==> config.mk <==
export PLATFORM = sky130hd
export DESIGN_NAME = id_exe_stage
export DESIGN_NICKNAME = d
export VERILOG_FILES = /design/src/rtl/pipeline_pkg.sv /design/src/rtl/hazard_detect.sv /design/src/rtl/id_exe_stage.sv
export SDC_FILE = /design/constraint.sdc
export NUM_CORES = 1
export LEC_CHECK = 0
export ABC_CLOCK_PERIOD_IN_PS = 3900
export CAP_MARGIN = 20
export CORE_MARGIN = 3
export CORE_UTILIZATION = 35
export DETAILED_ROUTE_END_ITERATION = 10
export PLACE_DENSITY = 0.77
export SLEW_MARGIN = 20
export SYNTH_ARGS = -nofsm -noshare
export SYNTH_HDL_FRONTEND = slang
export SYNTH_SLANG_ARGS = --single-unit
==> constraint.sdc <==
create_clock -name clk -period 3.9 [get_ports clk]
set_input_delay 0.78 -clock clk [delete_from_list [all_inputs] [get_ports clk]]
set_output_delay 0.78 -clock clk [all_outputs]
set_load 0.02 [all_outputs]
==> src/rtl/pipeline_pkg.sv <==
// Shared pipeline definitions: default widths, ALU code type, EX control
// bundle with its bubble value, and the ID/EX stage FSM encoding.
package pipeline_pkg;

    localparam int DATA_W_DEF = 32;
    localparam int REG_W_DEF  = 5;

    typedef logic [3:0] alu_ctrl_t;

    typedef struct packed {
        logic valid;
        logic reg_write;
        logic mem_read;
        logic mem_write;
    } ctrl_t;

    // Control bits for an empty EX slot; nothing downstream may commit it.
    localparam ctrl_t BUBBLE_CTRL = '{valid: 1'b0, reg_write: 1'b0, mem_read: 1'b0, mem_write: 1'b0};

    typedef enum logic {RUN = 1'b0, BUBBLE = 1'b1} state_t;

endpackage

==> src/rtl/hazard_detect.sv <==
// Load-use hazard detector: a valid load in EX whose destination (non-zero)
// matches either source of a valid instruction in ID.
module hazard_detect
    import pipeline_pkg::*;
#(
    parameter int REG_W = REG_W_DEF
) (
    input  logic             ex_valid,
    input  logic             ex_mem_read,
    input  logic [REG_W-1:0] ex_rd,
    input  logic             id_valid,
    input  logic [REG_W-1:0] id_rs,
    input  logic [REG_W-1:0] id_rt,
    output logic             hazard
);

    logic rd_match;

    assign rd_match = (ex_rd == id_rs) | (ex_rd == id_rt);
    assign hazard   = ex_valid & ex_mem_read & (ex_rd != '0) & id_valid & rd_match;

endmodule

==> src/rtl/id_exe_stage.sv <==
// ID/EX pipeline register with load-use stall and flush bubble insertion.
// Define ID_EXE_STATS_EN to add the saturating stall_count output.
module id_exe_stage
    import pipeline_pkg::*;
#(
    parameter int DATA_W = DATA_W_DEF,
    parameter int REG_W  = REG_W_DEF
) (
    input  logic              clk,
    input  logic              rst,
    input  logic              id_valid,
    input  logic [REG_W-1:0]  id_rs,
    input  logic [REG_W-1:0]  id_rt,
    input  logic [REG_W-1:0]  id_rd,
    input  logic [DATA_W-1:0] id_op1,
    input  logic [DATA_W-1:0] id_op2,
    input  logic [DATA_W-1:0] id_imm,
    input  logic              id_reg_write,
    input  logic              id_mem_read,
    input  logic              id_mem_write,
    input  logic [3:0]        id_alu_ctrl,
    input  logic              flush,
    output logic [REG_W-1:0]  ID_EXE_Rs,
    output logic [REG_W-1:0]  ID_EXE_Rt,
    output logic [REG_W-1:0]  ID_EXE_Rd,
    output logic [DATA_W-1:0] ex_op1,
    output logic [DATA_W-1:0] ex_op2,
    output logic [DATA_W-1:0] ex_imm,
    output logic              ex_reg_write,
    output logic              ex_mem_read,
    output logic              ex_mem_write,
    output logic              ex_valid,
    output logic [3:0]        ex_alu_ctrl,
    output logic              stall
`ifdef ID_EXE_STATS_EN
    ,
    output logic [15:0]       stall_count
`endif
);

    state_t    state, state_nxt;
    ctrl_t     ex_ctrl, id_ctrl;
    alu_ctrl_t alu_q;
    logic      hazard, load_bubble;

    hazard_detect #(.REG_W(REG_W)) u_hazard (
        .ex_valid    (ex_ctrl.valid),
        .ex_mem_read (ex_ctrl.mem_read),
        .ex_rd       (ID_EXE_Rd),
        .id_valid    (id_valid),
        .id_rs       (id_rs),
        .id_rt       (id_rt),
        .hazard      (hazard)
    );

    // Flush wins: the ID instruction dies anyway, so holding fetch is pointless.
    assign stall = hazard & ~flush;

    always_ff @(posedge clk or posedge rst) begin
        if (rst) state <= RUN;
        else     state <= state_nxt;
    end

    always_comb begin
        state_nxt = RUN;
        case (state)
            RUN:     state_nxt = stall ? BUBBLE : RUN;
            BUBBLE:  state_nxt = RUN;
            default: state_nxt = RUN;
        endcase
        if (flush) state_nxt = RUN;
    end

    always_comb begin
        load_bubble = stall | flush;
    end

    // An invalid ID slot enters EX as a bubble, so its controls are gated too.
    assign id_ctrl = '{valid:     id_valid,
                       reg_write: id_valid & id_reg_write,
                       mem_read:  id_valid & id_mem_read,
                       mem_write: id_valid & id_mem_write};

    always_ff @(posedge clk or posedge rst) begin
        if (rst) begin
            ex_ctrl   <= BUBBLE_CTRL;
            ID_EXE_Rs <= '0;
            ID_EXE_Rt <= '0;
            ID_EXE_Rd <= '0;
            ex_op1    <= '0;
            ex_op2    <= '0;
            ex_imm    <= '0;
            alu_q     <= '0;
        end else if (load_bubble) begin
            ex_ctrl <= BUBBLE_CTRL;
        end else begin
            ex_ctrl   <= id_ctrl;
            ID_EXE_Rs <= id_rs;
            ID_EXE_Rt <= id_rt;
            ID_EXE_Rd <= id_rd;
            ex_op1    <= id_op1;
            ex_op2    <= id_op2;
            ex_imm    <= id_imm;
            alu_q     <= id_alu_ctrl;
        end
    end

    assign ex_valid     = ex_ctrl.valid;
    assign ex_reg_write = ex_ctrl.reg_write;
    assign ex_mem_read  = ex_ctrl.mem_read;
    assign ex_mem_write = ex_ctrl.mem_write;
    assign ex_alu_ctrl  = alu_q;

`ifdef ID_EXE_STATS_EN
    always_ff @(posedge clk or posedge rst) begin
        if (rst)                             stall_count <= '0;
        else if (stall && stall_count != 16'hFFFF) stall_count <= stall_count + 16'd1;
    end
`endif

endmodule

==> results of run 1 <==
==> power by group <==
group,total [mW],switching [mW],internal [mW]
clock network,1.67,0.512,1.15
registers,1.43,0.0669,1.36
logic,0.740,0.323,0.417
==> through the flow <==
step / cells / hold slack [ns]
after floorplan: 273 / 0.6095
after global placement: 677 / 0.4662
after detailed placement: 677 / 0.4737
after CTS: 709 / 0.4848
after global routing: 709 / 0.4931
final: 709 / 0.4819
==> metal layers <==
layer,track usage [%],part of all wire [%],vias up
li1,-,-,1474
met1,17.88,36,1563
met2,28.87,50,162
met3,7.717,11,24
met4,8.357,2.8,0
met5,0,0,-
==> cell families (layout without fill, tap and decap cells) <==
group                     count (synthesis)  count (layout)  share of synthesized area [%]
buffers and inverters                    13             277                          2.216
muxes                                   115             115                          28.32
DFF                                     119             119                          65.12
and+or+nand+nor                          13              13                          1.696
xor gates and xnor gates                 10              10                          1.915
AOI/OAI and AO/OA                         3               3                         0.7387
==> sequential cells by signal, summed over array words and instances, names as in the netlist <==
register and flops:
ex_op1 32, ex_mem_write 1, ID_EXE_Rs 5, ex_alu_ctrl 4
ID_EXE_Rd 5, ex_op2 32, ex_valid 1, ex_imm 32
ex_reg_write 1, ex_mem_read 1, ID_EXE_Rt 5
==> worst min-delay path by stage <==
stage,startpoint,end,cells after the start
4_1_cts,ex_op1[11]$_DFFE_PP0N_,ex_op1[11]$_DFFE_PP0N_,1
3_3_place_gp,ex_op1[15]$_DFFE_PP0N_,ex_op1[15]$_DFFE_PP0N_,1
5_1_grt,ex_op1[13]$_DFFE_PP0N_,ex_op1[13]$_DFFE_PP0N_,1
6_report,ex_op2[9]$_DFFE_PP0N_,ex_op2[9]$_DFFE_PP0N_,1
3_5_place_dp,ex_op1[11]$_DFFE_PP0N_,ex_op1[11]$_DFFE_PP0N_,1
2_1_floorplan,ex_op1[0]$_DFFE_PP0N_,ex_op1[0]$_DFFE_PP0N_,1
==> critical path: stages <==
cell and delay (ns):
sky130_fd_sc_hd__clkdlybuf4s50_1 0.50, sky130_fd_sc_hd__xnor2_1 0.13, sky130_fd_sc_hd__nand3_1 0.11, sky130_fd_sc_hd__o22ai_2 0.27, sky130_fd_sc_hd__nand2_1 0.16, sky130_fd_sc_hd__nor2_1 0.11, sky130_fd_sc_hd__clkdlybuf4s50_1 0.61
==> layout make-up <==
type | instances | area, sq um | share of cell area, %
Clock inverter | 7 | 138.9 | 1.784
Sequential cell | 119 | 2978 | 38.25
Tap cell | 172 | 215.2 | 2.764
Inverter | 1 | 7.507 | 0.09642
Timing Repair Buffer | 244 | 2447 | 31.43
Multi-Input combinational cell | 141 | 1494 | 19.19
Clock buffer | 25 | 505.5 | 6.492
==> cell usage in the layout, fill, tap and decap left out <==
| cell | n |
|---|---|
| sky130_fd_sc_hd__buf_4 | 2 |
| sky130_fd_sc_hd__clkinvlp_4 | 1 |
| sky130_fd_sc_hd__a21oi_4 | 1 |
| sky130_fd_sc_hd__clkinv_2 | 2 |
| sky130_fd_sc_hd__buf_12 | 1 |
| sky130_fd_sc_hd__o22ai_2 | 1 |
| sky130_fd_sc_hd__dfrtp_1 | 119 |
| sky130_fd_sc_hd__nand2_1 | 3 |
| sky130_fd_sc_hd__mux2_2 | 65 |
| sky130_fd_sc_hd__nor3_1 | 1 |
| sky130_fd_sc_hd__clkbuf_8 | 5 |
| sky130_fd_sc_hd__clkbuf_16 | 17 |
| sky130_fd_sc_hd__clkbuf_1 | 3 |
| sky130_fd_sc_hd__and3b_1 | 1 |
| sky130_fd_sc_hd__a21oi_1 | 1 |
| sky130_fd_sc_hd__nand3_1 | 3 |
| sky130_fd_sc_hd__clkdlybuf4s50_1 | 241 |
| sky130_fd_sc_hd__bufinv_16 | 4 |
| sky130_fd_sc_hd__clkinv_4 | 1 |
| sky130_fd_sc_hd__nor2_1 | 2 |
| sky130_fd_sc_hd__mux2_1 | 50 |
| sky130_fd_sc_hd__xnor2_1 | 10 |
| sky130_fd_sc_hd__and4b_1 | 3 |
==> flow_summary_export.csv, run 1 <==
group,metric,value,unit
status,outcome,"complete, no violations",
timing,timing.final.setup_violations,0,
timing,fin_ws,0.4402,ns
finish,fin_nets,646,
grt,grt-ovfl-total,0,
timing,max_slew_margin,34.92,%
clocking,cts.path.max_buffers,2,
grt,grt_pass1_vias,3622,
setup_path,cp-start-kind,"primary input",
routing,drt_first_iter_violations,157,
timing,final_period_minus_worst_setup_slack,3.460,ns
power,peakVddDrop,0.0002912,V
finish,finalCoreUtilization,61.20,%
power,power_per_cell_area,492.1,nW/um^2
synth,synthMostInstantiatedCell,"sky130_fd_sc_hd__dfrtp_1",
synth,post_synth_main_area_contributors,"sky130_fd_sc_hd__dfrtp_1, sky130_fd_sc_hd__mux2_2, sky130_fd_sc_hd__mux2_1",
synth,yosysWarningCount,0,
power,design_power_total,3.831,mW
synth,synth_cells,273,
power,leakage,3.197,nW
synth,unique_cell_type_count_in_the_yosys_netlist,16,
timing,fin_skew,0.009499,ns
clocking,numCtsBuffers,17,
die,die_height,120.3,microns
placement,dpl-instance-area,7142,sq um
setup_path,startpoint,"id_rt[4]",
routing,post_drt_via_cell_ratio,4.546,
routing,drt_drc_violations_left,0,
clocking,ctsResizeCount,0,
setup_path,cp-endpoint,"stall",
setup_path,r2r_end,"ex_op1[29]$_DFFE_PP0N_",
placement,routabilityCongestion,0.7709,
synth,yosys-top-cells-count,"sky130_fd_sc_hd__dfrtp_1, sky130_fd_sc_hd__mux2_2, sky130_fd_sc_hd__mux2_1",
routing,routed_via_count,3223,
clocking,postCtsHoldBufs,0,
setup_path,critPathRequiredTime,3.12,ns
routing,wl,11920,microns
placement,post-dp-hpwl,8905,microns
setup_path,timing_worst_setup_path_type,"primary input to output pin",
finish,layout_cells_sized_above_1,18.62,%
synth,synth.largest_area_cell,"sky130_fd_sc_hd__dfrtp_1",
die,design.portCount,242,
synth,syn-num-nets,395,
grt,grt_first_pass_wirelength,18960,microns
timing,final_hold_viol_count,0,
timing,grt_setup_unrepaired,"false",
synth,syn_avg_cell_area,16.75,sq um
clocking,clk_pin_slew,0.05,ns
routing,firstDrtPassIters,4,
routing,ant_nets,0,
setup_path,reg2reg_setup_slack,1.59,ns
finish,diodes,0,
placement,place_ws,0.4425,ns
clocking,tritoncts_num_sinks,119,
die,die_area,14470,sq um
grt,grt_use_total,17.00,%
job,timing.max_cap.violations,0,
routing,post_drt_wl_per_cell,16.81,microns
setup_path,regToRegStartpoint,"ID_EXE_Rd[2]$_DFFE_PP0N_",
setup_path,ff2ff_path_depth,5,
die,floorplan.core_area,12720,sq um
timing,max_clock_freq,289.0,MHz
die,fp-row-count,41,
synth,syn-cell-area,4573,sq um
timing,tns,0,ns
timing,post-route-period-util,88.71,%
clocking,clock_tree.root_cell,"sky130_fd_sc_hd__clkbuf_16",
hold_path,hold_path_class,"register to register",
timing,worst_pin_slew,0.9762,ns
setup_path,crit_fanout,5,
die,floorplan.die.width,120.3,microns
synth,synthDominantCellAreaShare,65.12,%
clocking,cts-htree-levels,4,
setup_path,cp.arrival,2.68,ns
timing,finalMaxSlewViolations,0,
synth,most_used_flip_flop_cell_after_synthesis,"sky130_fd_sc_hd__dfrtp_1",
clocking,tritoncts,"yes",
die,initial_core_util,35.95,%
finish,layout_overhead_on_the_synthesized_area,70.26,%
clocking,postCtsSetupBuffers,0,
grt,grt_antenna_before_repair,0,
placement,portBuffers,241,
setup_path,crit_path_end_kind,"output pin",
synth,asyncSetResetFlopFracSynth,100.0,%
synth,ys_ff_latch,119,
synth,synth-edff-count,0,
finish,post-route-cell-area,7786,sq um
finish,fillerInstances,1000,
clocking,insertion_delay,0.40,ns
grt,largest_net_degree_at_the_start_of_global_routing,110,
synth,synth-seq-area-share,65.12,%
Power figures use the tool's default switching activity.
==> inputs of run 2 (changes only) <==
- ABC_CLOCK_PERIOD_IN_PS: 3900 -> 3320
- CORE_UTILIZATION: 35 -> 39
- PLACE_DENSITY: 0.77 -> 0.81
- clock period: 3.9 -> 3.32 ns (I/O delays scaled with it)
==> run 2 against run 1 <==
Compared with the run above:
- sequential cell count unchanged
- global-route usage is 2.1 points higher
- die area down 9.8%
- total power is 16% higher
- highest routed layer unchanged
==> flow_summary_export.csv, run 2 (synthesis results as in run 1) <==
group,metric,value,unit
setup_path,reg2reg_setup_slack,1.30,ns
placement,routabilityCongestion,0.8652,
clocking,cts.path.max_buffers,2,
finish,seq_area,2978,sq um
die,initial_core_util,41.10,%
die,die_area,13060,sq um
setup_path,cp_buf_inv_count,2,
clocking,postCtsSetupBuffers,0,
setup_path,timing_worst_setup_path_type,"primary input to output pin",
hold_path,worstHoldStart,"ex_op1[12]$_DFFE_PP0N_",
routing,drt_drc_violations_left,0,
placement,portBuffers,241,
clocking,cts-htree-levels,4,
setup_path,crit_path_end_kind,"output pin",
timing,grt_setup_unrepaired,"false",
finish,finalCoreUtilization,69.69,%
routing,drt_first_iter_violations,86,
job,timing.max_cap.violations,0,
clocking,clk_pin_slew,0.05,ns
power,clock_power_share,42.7,%
timing,max_slew_margin,56.46,%
timing,fin_skew,0.008251,ns
finish,layout_cells_sized_above_1,18.40,%
clocking,insertion_delay,0.40,ns
power,comb_power_share,19.6,%
finish,fillerInstances,763,
setup_path,cp.arrival,2.21,ns
setup_path,regToRegStartpoint,"ID_EXE_Rd[0]$_DFFE_PP0N_",
routing,routed_via_count,3216,
die,design.portCount,242,
clocking,numCtsBuffers,17,
timing,finalMaxSlewViolations,0,
hold_path,hold_path_class,"register to register",
setup_path,path_delay_family,"buffers and inverters",
power,power_per_cell_area,575.5,nW/um^2
timing,timing.final.setup_violations,0,
routing,ant_nets,0,
timing,tns,0,ns
timing,max_clock_freq,347.9,MHz
hold_path,min_delay_worst_endpoint,"ex_op1[12]$_DFFE_PP0N_",
setup_path,max_stage_delay,0.50,ns
timing,final_hold_viol_count,0,
setup_path,r2r_end,"ID_EXE_Rt[1]$_DFFE_PP0N_",
finish,fin_nets,647,
placement,place_ws,0.06402,ns
finish,layout_commonest_cell,"sky130_fd_sc_hd__clkdlybuf4s50_1",
hold_path,holdPathStages,1,
finish,mostFrequentLayoutCells,"sky130_fd_sc_hd__clkdlybuf4s50_1, sky130_fd_sc_hd__dfrtp_1, sky130_fd_sc_hd__mux2_2, sky130_fd_sc_hd__mux2_1, sky130_fd_sc_hd__clkbuf_16",
finish,post-route-cell-area,7754,sq um
setup_path,cp-start-kind,"primary input",
setup_path,cp.depth,7,
setup_path,critPathRequiredTime,2.66,ns
power,leakage,3.207,nW
die,floorplan.core_area,11130,sq um
power,power.share.sequential,37.6,%
power,power.switching_fraction,24.16,%
timing,fin_ws,0.4459,ns
die,floorplan.die.width,114.3,microns
setup_path,crit_fanout,5,
finish,layout_overhead_on_the_synthesized_area,69.55,%
finish,multiInputGateArea,1494,sq um
clocking,tritoncts_num_sinks,119,
grt,grt-ovfl-total,0,
routing,post_drt_via_cell_ratio,4.743,
clocking,clock_tree.root_cell,"sky130_fd_sc_hd__clkbuf_16",
routing,post_drt_wl_per_cell,18.13,microns
status,outcome,"complete, no violations",
grt,grt_antenna_before_repair,0,
timing,post-route-period-util,86.57,%
setup_path,crit_path_top_delay_cell,"sky130_fd_sc_hd__clkdlybuf4s50_1",
power,power_switching,1.078,mW
finish,diodes,0,
clocking,tritoncts,"yes",
grt,largest_net_degree_at_the_start_of_global_routing,81,
finish,non_filler_instances,678,
die,fp-row-count,38,
routing,firstDrtPassIters,4,
grt,grt_first_pass_wirelength,19010,microns
die,die_height,114.3,microns
power,power_report.internal_total,3.384,mW
placement,post-dp-hpwl,9214,microns
grt,grt_pass1_vias,3575,
setup_path,worstPathCellList,"clkdlybuf4s50_1 -> xnor2_1 -> nand3_1 -> o22ai_2 -> nand2_1 -> nor2_1 -> dlymetal6s2s_1",
placement,numPlacedInstances,646,
finish,top_regs,"ex_imm: 32 flops, ex_op1: 32 flops, ex_op2: 32 flops",
timing,final_period_minus_worst_setup_slack,2.874,ns
power,peakVddDrop,0.0003336,V
placement,dpl-instance-area,7134,sq um
routing,wl,12300,microns
setup_path,ff2ff_path_depth,6,
timing,worst_pin_slew,0.6518,ns
grt,grt_use_total,19.09,%
-- run 2: cell count changes in the layout (fill, tap and decap cells not counted), moves of 2 or more --
cell / previous run / this run
sky130_fd_sc_hd__buf_12: 1 / 3
sky130_fd_sc_hd__clkbuf_1: 3 / 5
sky130_fd_sc_hd__clkbuf_8: 5 / 2
sky130_fd_sc_hd__clkinvlp_4: 1 / 3
-- run 2: worst max-delay path by stage --
stage,to,startpoint
floorplan,stall,id_rt[4]
global placement,stall,id_rt[0]
detailed placement,stall,id_rt[0]
CTS,stall,id_rt[0]
global route,stall,id_rt[0]
finish,stall,id_rt[0]
-- run 2: power groups by stage --
stage / clock network [mW] / logic [mW] / registers [mW]
3_3_place_gp: 0 / 0.872 / 1.69
6_report: 1.91 / 0.876 / 1.68
2_1_floorplan: 0 / 0.207 / 1.87
5_1_grt: 2.02 / 0.927 / 1.70
4_1_cts: 1.94 / 0.889 / 1.68
3_5_place_dp: 0 / 0.884 / 1.70
-- run 2: repair_timing --
item,CTS,global route
endpoints found under the setup margin,0,1
gates resized for setup,0,1
hold buffers,0,0
-- run 2: final cells by class --
type                       instances  area share, %
sequential                       119          38.41
multi-input combinational        141          19.27
clock buffer                      24          6.084
timing repair buffer             245          32.02
tap                              140          2.259
inverter                           1        0.09682
clock inverter                     8          1.872
-- run 2: worst register-to-register path, cell delays in order, from the launching register on --
cell and delay [ns]:
sky130_fd_sc_hd__dfrtp_1 0.45, sky130_fd_sc_hd__xnor2_1 0.17, sky130_fd_sc_hd__nand3_1 0.13, sky130_fd_sc_hd__o22ai_2 0.12, sky130_fd_sc_hd__a21oi_4 0.17, sky130_fd_sc_hd__buf_4 0.44, sky130_fd_sc_hd__mux2_2 0.42
-- run 2: layer usage --
layer  track usage, %  vias to the layer above  part of all wire, %
met5                0                        -                    0
met4            7.918                        0                  1.9
met3            9.038                       19                   12
met2            31.73                      166                   49
met1            21.04                     1564                   37
li1                 -                     1467                    -
-- run 2: metrics by stage --
stage               total power [mW]  hold slack, ns
floorplan                      2.079          0.6095
finish                         4.462          0.4825
CTS                            4.513          0.4853
detailed placement             2.588          0.4740
global placement               2.567          0.4670
global route                   4.642          0.4945
==> inputs of run 3 (changes only) <==
- CAP_MARGIN: 20 -> unset
- CORE_ASPECT_RATIO: unset -> 1.75
==> run 3 against run 2 <==
Compared with the run above:
- sequential share of layout area is essentially flat
- first-iteration DRC count decreased by 31%
- clock power fell by 5%
- sequential power barely moved
- via count increased by 0.40%
- total power shrank 1.8%
- core utilization fell by 1.1 points
- register-to-register slack got worse by 0.11 ns
- combinational power increased by 0.8%
- hold slack lost 0.0029 ns
- critical endpoint unchanged
==> flow_summary_export.csv, run 3 (synthesis results as in run 1) <==
group,metric,value,unit
timing,final_hold_viol_count,0,
die,floorplan.die.width,87.86,microns
setup_path,crit_path_end_kind,"output pin",
grt,grt_use_total,20.04,%
clocking,tritoncts_num_sinks,119,
placement,post-dp-hpwl,9934,microns
setup_path,cp.arrival,2.16,ns
clocking,tritoncts,"yes",
grt,grt_first_pass_wirelength,19490,microns
grt,grt_pass1_vias,3693,
finish,top_regs,"ex_imm: 32 flops, ex_op1: 32 flops, ex_op2: 32 flops",
status,outcome,"complete, no violations",
clocking,cts.path.max_buffers,2,
grt,grt_antenna_before_repair,1,
timing,grt_setup_unrepaired,"false",
power,power_switching,1.079,mW
clocking,cts-htree-levels,4,
setup_path,timing_worst_setup_path_type,"primary input to output pin",
timing,worst_pin_slew,0.8229,ns
placement,routabilityCongestion,0.8221,
clocking,clock_tree.root_cell,"sky130_fd_sc_hd__clkbuf_16",
power,leakage,3.212,nW
job,timing.max_cap.violations,0,
routing,wl,12860,microns
routing,drt_drc_violations_left,0,
die,die_area,13110,sq um
power,comb_power_share,20.2,%
finish,fillerInstances,835,
finish,fin_nets,649,
finish,layout_overhead_on_the_synthesized_area,69.38,%
die,die_height,149.3,microns
timing,fin_skew,0.008716,ns
finish,layout_cells_sized_above_1,18.92,%
routing,post_drt_via_cell_ratio,4.805,
power,power.share.sequential,38.3,%
finish,non_filler_instances,672,
timing,max_slew_margin,45.02,%
power,power.switching_fraction,24.63,%
timing,max_clock_freq,353.7,MHz
finish,layout_commonest_cell,"sky130_fd_sc_hd__clkdlybuf4s50_1",
timing,tns,0,ns
power,design_power_total,4.380,mW
routing,post_drt_wl_per_cell,19.14,microns
setup_path,critPathRequiredTime,2.66,ns
clocking,postCtsHoldBufs,0,
routing,ant_nets,0,
routing,drt_first_iter_violations,59,
power,peakVddDrop,0.0003593,V
die,fp-row-count,51,
clocking,numCtsBuffers,17,
timing,timing.final.setup_violations,0,
die,floorplan.core_area,11290,sq um
routing,routed_via_count,3229,
clocking,clk_pin_slew,0.05,ns
grt,largest_net_degree_at_the_start_of_global_routing,64,
die,design.portCount,242,
hold_path,hold_path_class,"register to register",
power,power_report.internal_total,3.301,mW
routing,firstDrtPassIters,4,
power,power_per_cell_area,565.4,nW/um^2
clocking,insertion_delay,0.40,ns
setup_path,cp-start-kind,"primary input",
finish,mostFrequentLayoutCells,"sky130_fd_sc_hd__clkdlybuf4s50_1, sky130_fd_sc_hd__dfrtp_1, sky130_fd_sc_hd__mux2_2, sky130_fd_sc_hd__mux2_1, sky130_fd_sc_hd__clkbuf_16",
timing,post-route-period-util,85.16,%
grt,grt-ovfl-total,0,
timing,final_period_minus_worst_setup_slack,2.827,ns
timing,finalMaxSlewViolations,0,
placement,portBuffers,241,
setup_path,crit_fanout,2,
placement,numPlacedInstances,640,
power,clock_power_share,41.5,%
die,initial_core_util,40.49,%
-- run 3: per-stage QoR --
step	setup slack [ns]	util, %	hold WS (ns)	instance area [sq um]
final	0.4928	68.58	0.4796	7746
after global placement	0.1119	63.32	0.4663	7152
after detailed placement	0.09067	63.32	0.4737	7152
after global routing	0.3377	68.58	0.4901	7746
after floorplan	1.135	-	0.6095	4577
after CTS	0.07573	68.54	0.4852	7741
-- run 3: timing repair --
| action | CTS | global route |
|---|---|---|
| endpoints found under the hold margin | 0 | 0 |
| gates resized for setup | 0 | 1 |
| endpoints found under the setup margin | 0 | 1 |
| buffers inserted | 0 | 0 |
-- run 3: power by group through the flow --
stage / combinational (mW) / sequential (mW) / clock (mW)
6_report: 0.883 / 1.68 / 1.82
4_1_cts: 0.898 / 1.68 / 1.85
2_1_floorplan: 0.207 / 1.87 / 0
3_5_place_dp: 0.894 / 1.70 / 0
3_3_place_gp: 0.879 / 1.69 / 0
5_1_grt: 0.930 / 1.70 / 1.93
-- run 3: worst paths after layout --
| kind | from | end | slack [ns] | depth (start not counted) |
|---|---|---|---|---|
| max | id_rt[4] | stall | 0.49 | 7 |
| min | ex_op1[18]$_DFFE_PP0N_ | ex_op1[18]$_DFFE_PP0N_ | 0.48 | 1 |
| max reg2reg | ID_EXE_Rd[2]$_DFFE_PP0N_ | ex_imm[26]$_DFFE_PP0N_ | 1.19 | 6 |
| min reg2reg | ex_op1[18]$_DFFE_PP0N_ | ex_op1[18]$_DFFE_PP0N_ | 0.48 | 1 |
| max in group asynchronous | rst | ID_EXE_Rd[4]$_DFFE_PP0N_ | 1.85 | 3 |
| min in group asynchronous | rst | ex_imm[16]$_DFFE_PP0N_ | 0.78 | 2 |
-- run 3: layout make-up --
cell class	instances	area [sq um]	area share (%)
flip-flops and latches	119	2978	38.44
inverters	1	7.507	0.09691
well taps	132	165.2	2.132
multi-input cells	141	1494	19.29
repair buffers	247	2510	32.40
diodes	1	2.502	0.03230
clock inverters	9	125.1	1.615
clock buffers	22	464.2	5.993
-- run 3: metal layers --
layer | up-vias | routed length (microns) | global-route usage, %
met5 | - | 0 | 0
met4 | 0 | 552 | 12.21
met3 | 35 | 894 | 6.689
met2 | 153 | 7225 | 35.54
met1 | 1568 | 4189 | 19.36
li1 | 1473 | - | -
-- run 3: critical path: stages --
cell                              delay [ns]
sky130_fd_sc_hd__clkdlybuf4s50_1        0.50
sky130_fd_sc_hd__xnor2_1                0.13
sky130_fd_sc_hd__nand3_1                0.13
sky130_fd_sc_hd__o22ai_2                0.28
sky130_fd_sc_hd__nand2_1                0.12
sky130_fd_sc_hd__nor2_1                 0.09
sky130_fd_sc_hd__dlymetal6s2s_1         0.24
